## config.mk

```make
export PLATFORM = sky130hd
export DESIGN_NAME = adder_rr_scheduler
export DESIGN_NICKNAME = d
export VERILOG_FILES = /design/src/rtl/adder_rr_scheduler.sv
export SDC_FILE = /design/constraint.sdc
export NUM_CORES = 1
export LEC_CHECK = 0
export ABC_AREA = 1
export BUFFER_PORTS_ARGS = -buffer_cell sky130_fd_sc_hd__buf_2
export CORE_AREA = 4 4 273 275
export CTS_CLUSTER_DIAMETER = 150
export DETAILED_ROUTE_END_ITERATION = 7
export DIE_AREA = 0 0 277 279
export GPL_TIMING_DRIVEN = 0
export PLACE_DENSITY = 0.42
export REMOVE_ABC_BUFFERS = 1
export SETUP_SLACK_MARGIN = 0.2
export SKIP_LAST_GASP = 1
export SYNTH_ARGS = -nofsm -noshare
export SYNTH_HDL_FRONTEND = slang
export SYNTH_SLANG_ARGS = --single-unit
export TNS_END_PERCENT = 100
```

## constraint.sdc

```tcl
create_clock -name clk -period 2 [get_ports clk]
set_input_delay 0.2 -clock clk [delete_from_list [all_inputs] [get_ports clk]]
set_output_delay 0.2 -clock clk [all_outputs]
set_load 0.02 [all_outputs]
```

## src/rtl/adder_rr_scheduler.sv

```systemverilog
// rtl/adder_rr_scheduler.sv - round-robin scheduler sharing one adder_array among four requesters
//
// Purpose: arbitrates NUM_REQ requesters onto a single combinational adder_array.
//   One transaction takes three states: IDLE (accept), EXEC (drive the array lane and
//   capture its result), and RESP (hold the registered result until the requester takes it).
// Ports:
//   clk, rstn                 clock, asynchronous active-low reset
//   req_valid/ready/ain/bin   per-requester operand handshake, lane i at [32i+31:32i]
//   resp_valid/ready          per-requester result handshake
//   resp_data/resp_overflow   result and overflow for the requester whose resp_valid is high
//   arr_cmd                   array lane select, 4 = idle
//   arr_ain/arr_bin           array operands, only the granted lane is non-zero in EXEC
//   arr_dout/arr_overflow     array results
//   op_count                  completed transactions, wraps at 16 bits
module adder_rr_scheduler #(
  parameter int DATA_WIDTH = 32,
  parameter int NUM_REQ    = 4
) (
  input  logic                          clk,
  input  logic                          rstn,
  input  logic [NUM_REQ-1:0]            req_valid,
  output logic [NUM_REQ-1:0]            req_ready,
  input  logic [NUM_REQ*DATA_WIDTH-1:0] req_ain,
  input  logic [NUM_REQ*DATA_WIDTH-1:0] req_bin,
  output logic [NUM_REQ-1:0]            resp_valid,
  input  logic [NUM_REQ-1:0]            resp_ready,
  output logic [DATA_WIDTH-1:0]         resp_data,
  output logic                          resp_overflow,
  output logic [2:0]                    arr_cmd,
  output logic [NUM_REQ*DATA_WIDTH-1:0] arr_ain,
  output logic [NUM_REQ*DATA_WIDTH-1:0] arr_bin,
  input  logic [NUM_REQ*DATA_WIDTH-1:0] arr_dout,
  input  logic [NUM_REQ-1:0]            arr_overflow,
  output logic [15:0]                   op_count
);

  localparam int IDX_W = $clog2(NUM_REQ);

  typedef enum logic [1:0] {IDLE, EXEC, RESP} state_t;

  state_t                state_q, state_d;
  logic [IDX_W-1:0]      rr_ptr_q, rr_ptr_d;
  logic [IDX_W-1:0]      grant_q, grant_d;
  logic [DATA_WIDTH-1:0] op_a_q, op_a_d;
  logic [DATA_WIDTH-1:0] op_b_q, op_b_d;
  logic [DATA_WIDTH-1:0] res_data_q, res_data_d;
  logic                  res_ovf_q, res_ovf_d;
  logic [15:0]           op_count_q, op_count_d;

  logic [DATA_WIDTH-1:0] ain_lane  [NUM_REQ];
  logic [DATA_WIDTH-1:0] bin_lane  [NUM_REQ];
  logic [DATA_WIDTH-1:0] dout_lane [NUM_REQ];

  for (genvar i = 0; i < NUM_REQ; i++) begin : g_lane
    assign ain_lane[i]  = req_ain[i*DATA_WIDTH +: DATA_WIDTH];
    assign bin_lane[i]  = req_bin[i*DATA_WIDTH +: DATA_WIDTH];
    assign dout_lane[i] = arr_dout[i*DATA_WIDTH +: DATA_WIDTH];
  end

  // Round-robin pick: first valid requester at or after rr_ptr. The index sum wraps
  // naturally because NUM_REQ is a power of two.
  logic             win_found;
  logic [IDX_W-1:0] win_idx;

  always_comb begin : rr_pick
    logic [IDX_W-1:0] idx;
    win_found = 1'b0;
    win_idx   = '0;
    idx       = '0;
    for (int k = 0; k < NUM_REQ; k++) begin
      idx = rr_ptr_q + IDX_W'(k);
      if (!win_found && req_valid[idx]) begin
        win_found = 1'b1;
        win_idx   = idx;
      end
    end
  end

  always_comb begin
    state_d       = state_q;
    rr_ptr_d      = rr_ptr_q;
    grant_d       = grant_q;
    op_a_d        = op_a_q;
    op_b_d        = op_b_q;
    res_data_d    = res_data_q;
    res_ovf_d     = res_ovf_q;
    op_count_d    = op_count_q;
    req_ready     = '0;
    resp_valid    = '0;
    resp_data     = '0;
    resp_overflow = 1'b0;
    arr_cmd       = 3'd4;
    arr_ain       = '0;
    arr_bin       = '0;

    unique case (state_q)
      IDLE: begin
        if (win_found) begin
          // The accept is combinational, so reset must also mask it while rstn is low.
          req_ready[win_idx] = rstn;
          grant_d            = win_idx;
          op_a_d             = ain_lane[win_idx];
          op_b_d             = bin_lane[win_idx];
          state_d            = EXEC;
        end
      end
      EXEC: begin
        arr_cmd = 3'(grant_q);
        for (int i = 0; i < NUM_REQ; i++) begin
          if (grant_q == IDX_W'(i)) begin
            arr_ain[i*DATA_WIDTH +: DATA_WIDTH] = op_a_q;
            arr_bin[i*DATA_WIDTH +: DATA_WIDTH] = op_b_q;
          end
        end
        res_data_d = dout_lane[grant_q];
        res_ovf_d  = arr_overflow[grant_q];
        state_d    = RESP;
      end
      RESP: begin
        resp_valid[grant_q] = 1'b1;
        resp_data           = res_data_q;
        resp_overflow       = res_ovf_q;
        // Only the granted requester's resp_ready can close the transaction.
        if (resp_ready[grant_q]) begin
          rr_ptr_d   = grant_q + IDX_W'(1);
          op_count_d = op_count_q + 16'd1;
          state_d    = IDLE;
        end
      end
      default: state_d = IDLE;
    endcase
  end

  always_ff @(posedge clk or negedge rstn) begin
    if (!rstn) begin
      state_q    <= IDLE;
      rr_ptr_q   <= '0;
      grant_q    <= '0;
      op_a_q     <= '0;
      op_b_q     <= '0;
      res_data_q <= '0;
      res_ovf_q  <= 1'b0;
      op_count_q <= '0;
    end else begin
      state_q    <= state_d;
      rr_ptr_q   <= rr_ptr_d;
      grant_q    <= grant_d;
      op_a_q     <= op_a_d;
      op_b_q     <= op_b_d;
      res_data_q <= res_data_d;
      res_ovf_q  <= res_ovf_d;
      op_count_q <= op_count_d;
    end
  end

  assign op_count = op_count_q;

endmodule
```

==> results of run 1 <==
state kept, by name (all words and copies together), names as in the netlist:
signal	flops
op_count	16
grant_q	2
op_a_q	32
res_ovf_q	1
rr_ptr_q	2
op_b_q	32
res_data_q	32
state_q	2
per-layer routing:
layer / part of all wire, % / wire (um) / GRT usage, % / vias to the layer above
li1: - / - / - / 7398
met1: 40 / 37460 / 25.22 / 7601
met2: 49 / 46140 / 38.51 / 774
met3: 5.9 / 5491 / 3.955 / 157
met4: 4.9 / 4611 / 8.347 / 6
met5: 0.037 / 35 / 0 / -
area by class of cell:
cell class                      instances  area [sq um]  area share, %
Multi-Input combinational cell       1487          8078          38.00
Tap cell                              959          1200          5.645
Sequential cell                       119          2989          14.06
Inverter                               57         419.2          1.972
Timing Repair inverter                 15         183.9         0.8653
Clock inverter                         15         168.9         0.7947
Timing Repair Buffer                  917          7776          36.58
Clock buffer                           17         425.4          2.001
Antenna cell                            6         15.01        0.07064
worst max-delay path: cells and delay by family, from the launching register on:
| kind | cells | cell delay [ps] |
|---|---|---|
| buffers and inverters | 7 | 940 |
| AND/OR/NAND/NOR | 7 | 620 |
| flip-flops | 1 | 490 |
worst max-delay path by stage:
stage / from / endpoint / slack [ps] / cells after the start
floorplan: rr_ptr_q[0] / req_ready[1] / -4230 / 9
global placement: rr_ptr_q[0] / op_a_q[16] / -9560 / 15
detailed placement: rr_ptr_q[0] / op_b_q[13] / -2370 / 17
CTS: rr_ptr_q[0] / req_ready[2] / -820 / 14
global route: rr_ptr_q[0] / op_b_q[20] / -860 / 23
finish: rr_ptr_q[0] / req_ready[0] / -740 / 14
cells by family (layout without fill, tap and decap cells):
| family | Yosys count | after routing | synth area share [%] |
|---|---|---|---|
| buf+inv | 209 | 1021 | 9.082 |
| other cells | 0 | 6 | 0 |
| simple gates | 1321 | 1329 | 52.63 |
| xor+xnor | 15 | 15 | 1.289 |
| fa+ha+maj | 5 | 5 | 0.6136 |
| flops | 119 | 119 | 29.21 |
| compound gates | 138 | 138 | 7.180 |
power breakdown:
part,internal [mW],switching (mW),leakage (nW)
Combinational,17.0,25.1,9.34
Sequential,3.56,0.786,1.49
Clock,1.86,1.50,0.288
Total,22.4,27.4,11.1
cells in the final DEF, fill, tap and decap left out, types with 10 or more instances in the layout:
cell type and count:
nand2_1 625, buf_2 596, nor2_1 275, nand4_1 129, dfrtp_1 114, nand2_2 107, o21ai_0 102, buf_6 99
buf_4 95, nor2_4 88, nand2_4 52, buf_16 42, buf_12 42, inv_1 41, o22ai_1 33, clkbuf_16 30
buf_8 19, nand2_8 13, inv_6 12, bufbuf_16 11, nand3_1 10
stage by stage:
stage / worst slack (ps) / hold WS [ps]
global placement: -9563 / 460.0
global route: -857.4 / -257.2
detailed placement: -2369 / 252.5
floorplan: -4227 / -95.59
CTS: -815.2 / -296.0
finish: -739.8 / -289.9
what timing repair did:
action	in CTS	in global routing
resized for setup	278	581
buffers inserted	95	43
pin swaps	28	154
setup endpoints to repair	418	388
gates cloned	50	23
endpoints found under the hold margin	61	61
==> flow_metrics.tcl, run 1 <==
set metrics [dict create \
    power_density_mw_per_mm2 2346 \
    cts-buffers-inserted 17 \
    grt_max_degree 66 \
    dieHeight_um 279 \
    grt_use_total_pct 21.40 \
    clk-insertion-delay-late_ps 470 \
    hold_path_class "in2async" \
    grt_pass1_vias 15590 \
    fin_cells 3592 \
    cts_num_sinks 119 \
    max_stage_delay_ps 490 \
    status "finished, violations left" \
    placed_area_sq_mm 0.01474 \
    setup_viol 338 \
    netlist_top_cells_area "dfrtp_1 29%, nand2_1 29%, nor2_1 14%, nand4_1 7.9%, o21ai_0 5.1%" \
    finClkSkew_ps 15.27 \
    ant_nets 0 \
    violations "hold timing, setup timing" \
    vias 15940 \
    global_route.overflow_total 0 \
    nFillCells 7933 \
    routed_via_density 4.437 \
    drt_iter0_drc 876 \
    row_count 99 \
    synth_edf_count 0 \
    synth_top_flop_cell "dfrtp_1" \
    fin_tns_setup_ps -82860 \
    slowest_stage "dfrtp_2" \
    cts_tree "done" \
    cap_violations 0 \
    coreArea_sq_mm 0.07234 \
    ir_drop_v 0.001120 \
    hpwl_um 47440 \
    drive_above_1_share_pct 48.72 \
    timing.hold.ws_ps -289.9 \
    reg2reg_slack_ps -730 \
    arrival_ps 2540 \
    synth_area_sq_mm 0.01019 \
    yosysTopAreaCellShare_pct 29.21 \
    grt_pass1_wl_um 118600 \
    period_needed_ps 2740 \
    clk_pin_slew_ps 70 \
    synth-seq-cells 119 \
    crit_path_start_kind "register" \
    synthCells 1807 \
    path_class "reg2out" \
    synth_common_cells "789 x nand2_1, 369 x nor2_1, 129 x nand4_1" \
    finalCritPeriodShare_pct 137.0 \
    dr.pass1.iters 5 \
    die_area_sq_mm 0.07728 \
    cp.required_ps 1800 \
    path_cells "buf_12 > nand2_8 > nand3_4 > nand2_4 > clkinvlp_4 > buf_4 > nand2_4 > nand2_8 > buf_16 > nand3_4 > buf_12 > inv_6 > nor3_4 > buf_6" \
    port_buffers 713 \
    utilization_pct 29.38 \
    final_area_sq_mm 0.02126 \
    dp_cells 3344 \
    slew_violations 0 \
    gp_congestion 0.8673 \
    initial_core_util_pct 14.09 \
    cts-root-buf "clkbuf_16" \
    r2r-end "op_a_q[9]" \
    area_delta_synth_final_pct 108.5 \
    synthDistinctLibCells 25 \
    die_w_um 277 \
    synth_most_common_cell "nand2_1" \
    grt_antenna_before_repair 16 \
    crit_path_end_kind "primary output" \
    synth_largest_area_cell "dfrtp_1" \
    ctsLongestPathBuffers 2 \
    worst_slack_ps -739.8 \
    wl_per_cell_um 26.10 \
    critPathMaxFanout 5 \
    r2r_cells 22 \
    synth-async-reset-ratio_pct 100.0 \
    synth_warnings 0 \
    worst_slew_pin_slew_ps 887.1 \
    hold_viol 61 \
    io_pins 714 \
    cts_max_level 4 \
    timing.rr.start "rr_ptr_q[0]" \
    drt_wl_total_um 93740 \
    rsz0062_at_grt "true" \
    max_freq_ghz 0.3650 \
    fin_nets 3017 \
    drc 0 \
    power_mw 49.86 \
    relSlewSlack_pct 40.64 \
    p_leak_nw 11.12 \
    syn_area_per_cell_sq_um 5.642 \
    ys_seq_area_share_pct 29.21 \
]
No activity file was read; power rests on OpenSTA's default activity.
==> run 2: changes to the inputs <==
==> constraint.sdc (replaced) <==
create_clock -name clk -period 2.4 [get_ports clk]
set_input_delay 0.24 -clock clk [delete_from_list [all_inputs] [get_ports clk]]
set_output_delay 0.24 -clock clk [all_outputs]
set_load 0.02 [all_outputs]
==> flow_metrics.tcl, run 2 (same netlist as run 1, synthesis figures left out) <==
set metrics [dict create \
    comb_power_share_pct 85.2 \
    r2r-end "op_b_q[19]" \
    crit_path_start_kind "register" \
    largestRegisters "op_a_q: 32 flops, op_b_q: 32 flops, res_data_q: 32 flops" \
    power_frac_seq_pct 8.3 \
    r2r_cells 21 \
    clk-insertion-delay-late_ps 480 \
    cts-root-buf "clkbuf_16" \
    fin_nets 3034 \
    met3_usage_pct 4.231 \
    p_int_mw 18.92 \
    drt_iter0_drc 927 \
    hold_path_class "in2async" \
    power_mw 43.04 \
    status "finished, violations left" \
    drc 0 \
    arrival_ps 2590 \
    grtUsageMet2_pct 38.07 \
    violations "hold timing, setup timing" \
    mostFrequentLayoutCell "nand2_1" \
    reg2reg_slack_ps -400 \
    io_pins 714 \
    power_density_mw_per_mm2 1938 \
    period_needed_ps 2826 \
    grt_pass1_vias 15440 \
    endpoint "req_ready[0]" \
    cts_max_level 4 \
    ctsLongestPathBuffers 2 \
    cp.required_ps 2160 \
    startpoint "rr_ptr_q[0]" \
    cts_tree "done" \
    ant_nets 0 \
    swShare_pct 56.04 \
    grt_max_degree 66 \
    worst_slew_pin_slew_ps 843.8 \
    p_leak_nw 11.28 \
    grt_antenna_before_repair 16 \
    dr.pass1.iters 5 \
    routed_via_density 4.496 \
    timing.rr.start "rr_ptr_q[0]" \
    rsz0062_at_grt "true" \
    ir_drop_v 0.0008916 \
    coreArea_sq_mm 0.07234 \
    relSlewSlack_pct 43.54 \
    finClkSkew_ps 15.12 \
    hold_viol 61 \
    timing.hold.ws_ps -261.6 \
    die_area_sq_mm 0.07728 \
    grt_pass1_wl_um 116900 \
    met1_usage_pct 24.47 \
    row_count 99 \
    finalCritPeriodShare_pct 117.8 \
    vias 16230 \
    global_route.overflow_total 0 \
    worst_slack_ps -426.1 \
    initial_core_util_pct 14.09 \
    cts_num_sinks 119 \
    path_class "reg2out" \
    wl_per_cell_um 27.78 \
    hpwl_um 47440 \
    clk_pin_slew_ps 70 \
    p_sw_mw 24.12 \
    die_w_um 277 \
    crit_path_end_kind "primary output" \
    slew_violations 0 \
    cts-buffers-inserted 17 \
    mostFrequentLayoutCells "619 x nand2_1, 557 x buf_2, 226 x nor2_1, 147 x buf_6, 129 x nand4_1" \
    grt_use_total_pct 21.10 \
    drive_above_1_share_pct 51.06 \
    setup_viol 68 \
    critPathMaxFanout 5 \
    port_buffers 713 \
    cap_violations 0 \
    gp_congestion 0.8673 \
    dieHeight_um 279 \
    area_delta_synth_final_pct 117.8 \
    max_freq_ghz 0.3539 \
    drt_wl_total_um 100300 \
    clkPwrFrac_pct 6.5 \
    top_usage_layer "met2" \
]
==> run 2: power groups by stage <==
stage / logic [mW] / clock network, mW / registers (mW)
after global placement: 11.8 / 0 / 3.65
after CTS: 28.5 / 2.95 / 3.49
after detailed placement: 17.9 / 0 / 3.64
after floorplan: 9.28 / 0 / 3.47
final: 36.7 / 2.82 / 3.57
after global routing: 38.7 / 3.01 / 3.66
==> run 2: cell type report <==
type	instances	area [sq um]
timing repair buffer	922	8162
inverter	57	422.9
clock buffer	17	425.4
sequential	119	2989
clock inverter	15	168.9
tap	959	1200
fill	7870	50130
multi-input combinational	1487	8305
antenna	7	17.52
timing repair inverter	27	518.0
==> run 2: worst min-delay path by stage <==
stage / start / to / cells after the start
after CTS: rstn / op_count[7] / 1
after detailed placement: rstn / op_b_q[13] / 1
after floorplan: rstn / grant_q[0] / 0
after global routing: rstn / res_data_q[15] / 1
final: rstn / op_count[7] / 1
after global placement: op_count[15] / op_count[15] / 1
==> run 2: routing by layer <==
metal / vias to the layer above / share of wire, %
li1: 7425 / -
met3: 197 / 6.9
met4: 4 / 5.9
met2: 843 / 49
met1: 7760 / 38
met5: - / 0.026
==> run 2: critical path, stage by stage (launching register included) <==
cell and delay, ps:
dfrtp_2 490, buf_12 160, nand2_1 50, nand2_1 70, nand2_2 80, nand2_4 60, nor2_4 140, nand3_4 140
buf_12 170, buf_16 130, nand3_4 90, buf_12 130, inv_6 40, nor3_4 190, buf_6 140
==> run 2: metrics by stage <==
step / utilization (%) / instances / worst slack [ps] / cell area [sq um] / TNS, ps
after floorplan: - / 1655 / -3867 / 9483 / -560420
after detailed placement: 20.37 / 3344 / -1969 / 14740 / -278060
after global placement: 19.70 / 3327 / -9163 / 14250 / -1729640
final: 30.70 / 3610 / -426.1 / 22210 / -22850
after global routing: 30.69 / 3607 / -534.3 / 22200 / -31570
after CTS: 24.73 / 3504 / -464.5 / 17890 / -28080
==> run 2: repair_timing <==
action,CTS,global route
gates resized for setup,222,822
endpoints found under the setup margin,418,354
cloned,46,47
endpoints found under the hold margin,61,61
setup buffers,82,52
pin swaps,28,194
==> run 3: changes to the inputs <==
--- a/config.mk
+++ b/config.mk
@@ -5,14 +5,14 @@
 export SDC_FILE = /design/constraint.sdc
 export NUM_CORES = 1
 export LEC_CHECK = 0
-export ABC_AREA = 1
+export ABC_AREA = 0
 export BUFFER_PORTS_ARGS = -buffer_cell sky130_fd_sc_hd__buf_2
-export CORE_AREA = 4 4 273 275
+export CORE_AREA = 4 4 272 274
 export CTS_CLUSTER_DIAMETER = 150
 export DETAILED_ROUTE_END_ITERATION = 7
-export DIE_AREA = 0 0 277 279
+export DIE_AREA = 0 0 276 278
 export GPL_TIMING_DRIVEN = 0
-export PLACE_DENSITY = 0.42
+export PLACE_DENSITY = 0.41
 export REMOVE_ABC_BUFFERS = 1
 export SETUP_SLACK_MARGIN = 0.2
 export SKIP_LAST_GASP = 1
==> flow_metrics.tcl, run 3 <==
set metrics [dict create \
    power_density_mw_per_mm2 1230 \
    cp.required_ps 2720 \
    critPathMaxFanout 4 \
    drc 0 \
    worst_slack_ps -89.43 \
    cts_num_sinks 119 \
    period_needed_ps 2489 \
    grt_pass1_vias 12400 \
    synthXorXnorAreaFrac_pct 1.445 \
    path_cells "nor2b_2 > o21ai_2 > o211ai_1 > buf_4 > buf_12 > buf_8 > buf_12 > buf_12 > buf_12 > buf_12 > buf_12 > buf_4 > buf_6 > mux2i_1 > o221ai_1" \
    worstHoldPathCells 3 \
    io_pins 714 \
    fin_tns_setup_ps -445.0 \
    die_area_sq_mm 0.07673 \
    hold_viol 0 \
    syn_area_per_cell_sq_um 9.100 \
    synth-seq-cells 119 \
    routed_via_density 4.402 \
    synth_area_sq_mm 0.009091 \
    pre_cts_slack_ps -1710 \
    grt_antenna_before_repair 8 \
    cts_tree "done" \
    synth_top_family_by_area "simple AND/OR/NAND/NOR gates" \
    hold_end "op_b_q[25]" \
    clk-insertion-delay-late_ps 460 \
    cts-root-buf "clkbuf_16" \
    finalCritPeriodShare_pct 103.7 \
    wl_per_cell_um 27.19 \
    drt_iter0_drc 636 \
    dieHeight_um 278 \
    slew_violations 0 \
    synthCells 999 \
    hold_path_class "in2reg" \
    port_buffers 713 \
    synth_compound_area_share_pct 6.964 \
    relSlewSlack_pct 49.92 \
    synth_most_common_cell "and3_1" \
    path_class "reg2reg" \
    ctsLongestPathBuffers 2 \
    synthMuxAreaShare_pct 22.91 \
    r2r_cells 15 \
    fin_nets 2230 \
    synth_largest_area_cell "dfrtp_1" \
    cap_violations 0 \
    vias 12300 \
    drt_wl_total_um 75940 \
    ir_drop_v 0.0007999 \
    largestRegisters "op_a_q: 32 flops, op_b_q: 32 flops, res_data_q: 32 flops" \
    crit_path_end_kind "register" \
    timing.hold.ws_ps 78.83 \
    grt_max_degree 65 \
    cts-buffers-inserted 17 \
    timing.rr.start "rr_ptr_q[0]" \
    area_delta_synth_final_pct 122.7 \
    mostFrequentLayoutCell "buf_2" \
    synth-async-reset-ratio_pct 100.0 \
    synthDistinctLibCells 37 \
    utilization_pct 28.37 \
    max_freq_ghz 0.4017 \
    initial_core_util_pct 12.74 \
    global_route.overflow_total 0 \
    ys_seq_area_share_pct 32.76 \
    rsz0062_at_grt "true" \
    clk_pin_slew_ps 70 \
    die_w_um 276 \
    max_stage_delay_ps 400 \
    grt_use_total_pct 15.90 \
    final_area_sq_mm 0.02024 \
    fin_cells 2793 \
    netlist_top_cells_area "dfrtp_1 33%, and3_1 18%, mux2i_1 14%, mux4_2 8.2%, nand2_1 7.1%" \
    finClkSkew_ps 9.923 \
    dr.pass1.iters 5 \
    synth_fa_ha_area_share_pct 0.6881 \
    dp_cells 2579 \
    synth_edf_count 0 \
    power_mw 24.90 \
    drive_above_1_share_pct 68.48 \
    ant_nets 0 \
    hold_start "req_bin[121]" \
    cts_max_level 4 \
    row_count 98 \
    synth_warnings 0 \
    gp_congestion 0.8640 \
    p_leak_nw 9.878 \
    violations "setup timing" \
    synth_common_cells "257 x and3_1, 172 x nand2_1, 129 x mux2i_1" \
    path_common_cell "buf_12" \
    arrival_ps 2810 \
    grt_pass1_wl_um 89050 \
    setup_viol 15 \
    yosys.area_share.simple_pct 29.47 \
    placed_area_sq_mm 0.01383 \
    reg2reg_slack_ps -90 \
    worst_slew_pin_slew_ps 745.5 \
    status "finished, violations left" \
    hpwl_um 39110 \
    coreArea_sq_mm 0.07136 \
    r2r-end "op_a_q[6]" \
    mostFrequentLayoutCells "466 x buf_2, 256 x buf_6, 209 x and3_4, 168 x nand2_1, 115 x dfrtp_1" \
    crit_path_start_kind "register" \
    yosysTopAreaCellShare_pct 32.76 \
    synth_top_flop_cell "dfrtp_1" \
    slowest_stage "dfrtp_1" \
]
[run 3: how the worst max path moves through the flow]
stage / cells after the start / startpoint / slack (ps) / to
2_1_floorplan: 4 / rr_ptr_q[0] / -8280 / req_ready[1]
3_3_place_gp: 6 / req_valid[1] / -15020 / op_b_q[1]
3_5_place_dp: 15 / req_valid[1] / -1710 / op_a_q[9]
4_1_cts: 14 / rr_ptr_q[0] / -40 / op_a_q[9]
5_1_grt: 15 / rr_ptr_q[0] / -170 / op_a_q[8]
6_report: 15 / rr_ptr_q[0] / -90 / op_a_q[6]
[run 3: kinds of logic after synthesis]
logic type	after synthesis
fa+ha+maj	5
flops	119
mux	165
simple gates	501
compound gates	75
xor+xnor	15
buf+inv	119
[run 3: metal layers]
metal / GRT usage [%] / vias to the layer above / routed length, um
met2: 28.10 / 724 / 37330
met3: 3.917 / 153 / 5350
li1: - / 5352 / -
met1: 18.31 / 6065 / 29690
met5: 0 / - / 13
met4: 6.815 / 2 / 3554
[run 3: area by class of cell]
class | count | area, sq um
Antenna cell | 3 | 7.507
Clock buffer | 17 | 425.4
Clock inverter | 15 | 146.4
Fill cell | 7424 | 51120
Inverter | 7 | 43.79
Multi-Input combinational cell | 764 | 7093
Sequential cell | 119 | 2988
Tap cell | 950 | 1189
Timing Repair Buffer | 918 | 8351
[run 3: report_power, final]
part           internal (mW)  switching [mW]
sequential              2.95            1.21
combinational           8.72            9.39
clock                   1.44            1.20
[run 3: worst max-delay path, delay by kind of cell (launching register included)]
family / cells / cell delay, ps
buffers and inverters: 10 / 1270
DFF: 1 / 400
muxes: 1 / 180
AOI/OAI and AO/OA: 3 / 410
and+or+nand+nor: 1 / 80
[run 3: repair_timing]
action | CTS | global route
pin swaps | 20 | 44
hold buffers | 2 | 0
endpoints found under the setup margin | 374 | 350
cloned | 17 | 30
setup buffers | 77 | 53
resized for setup | 234 | 667
endpoints found under the hold margin | 57 | 0
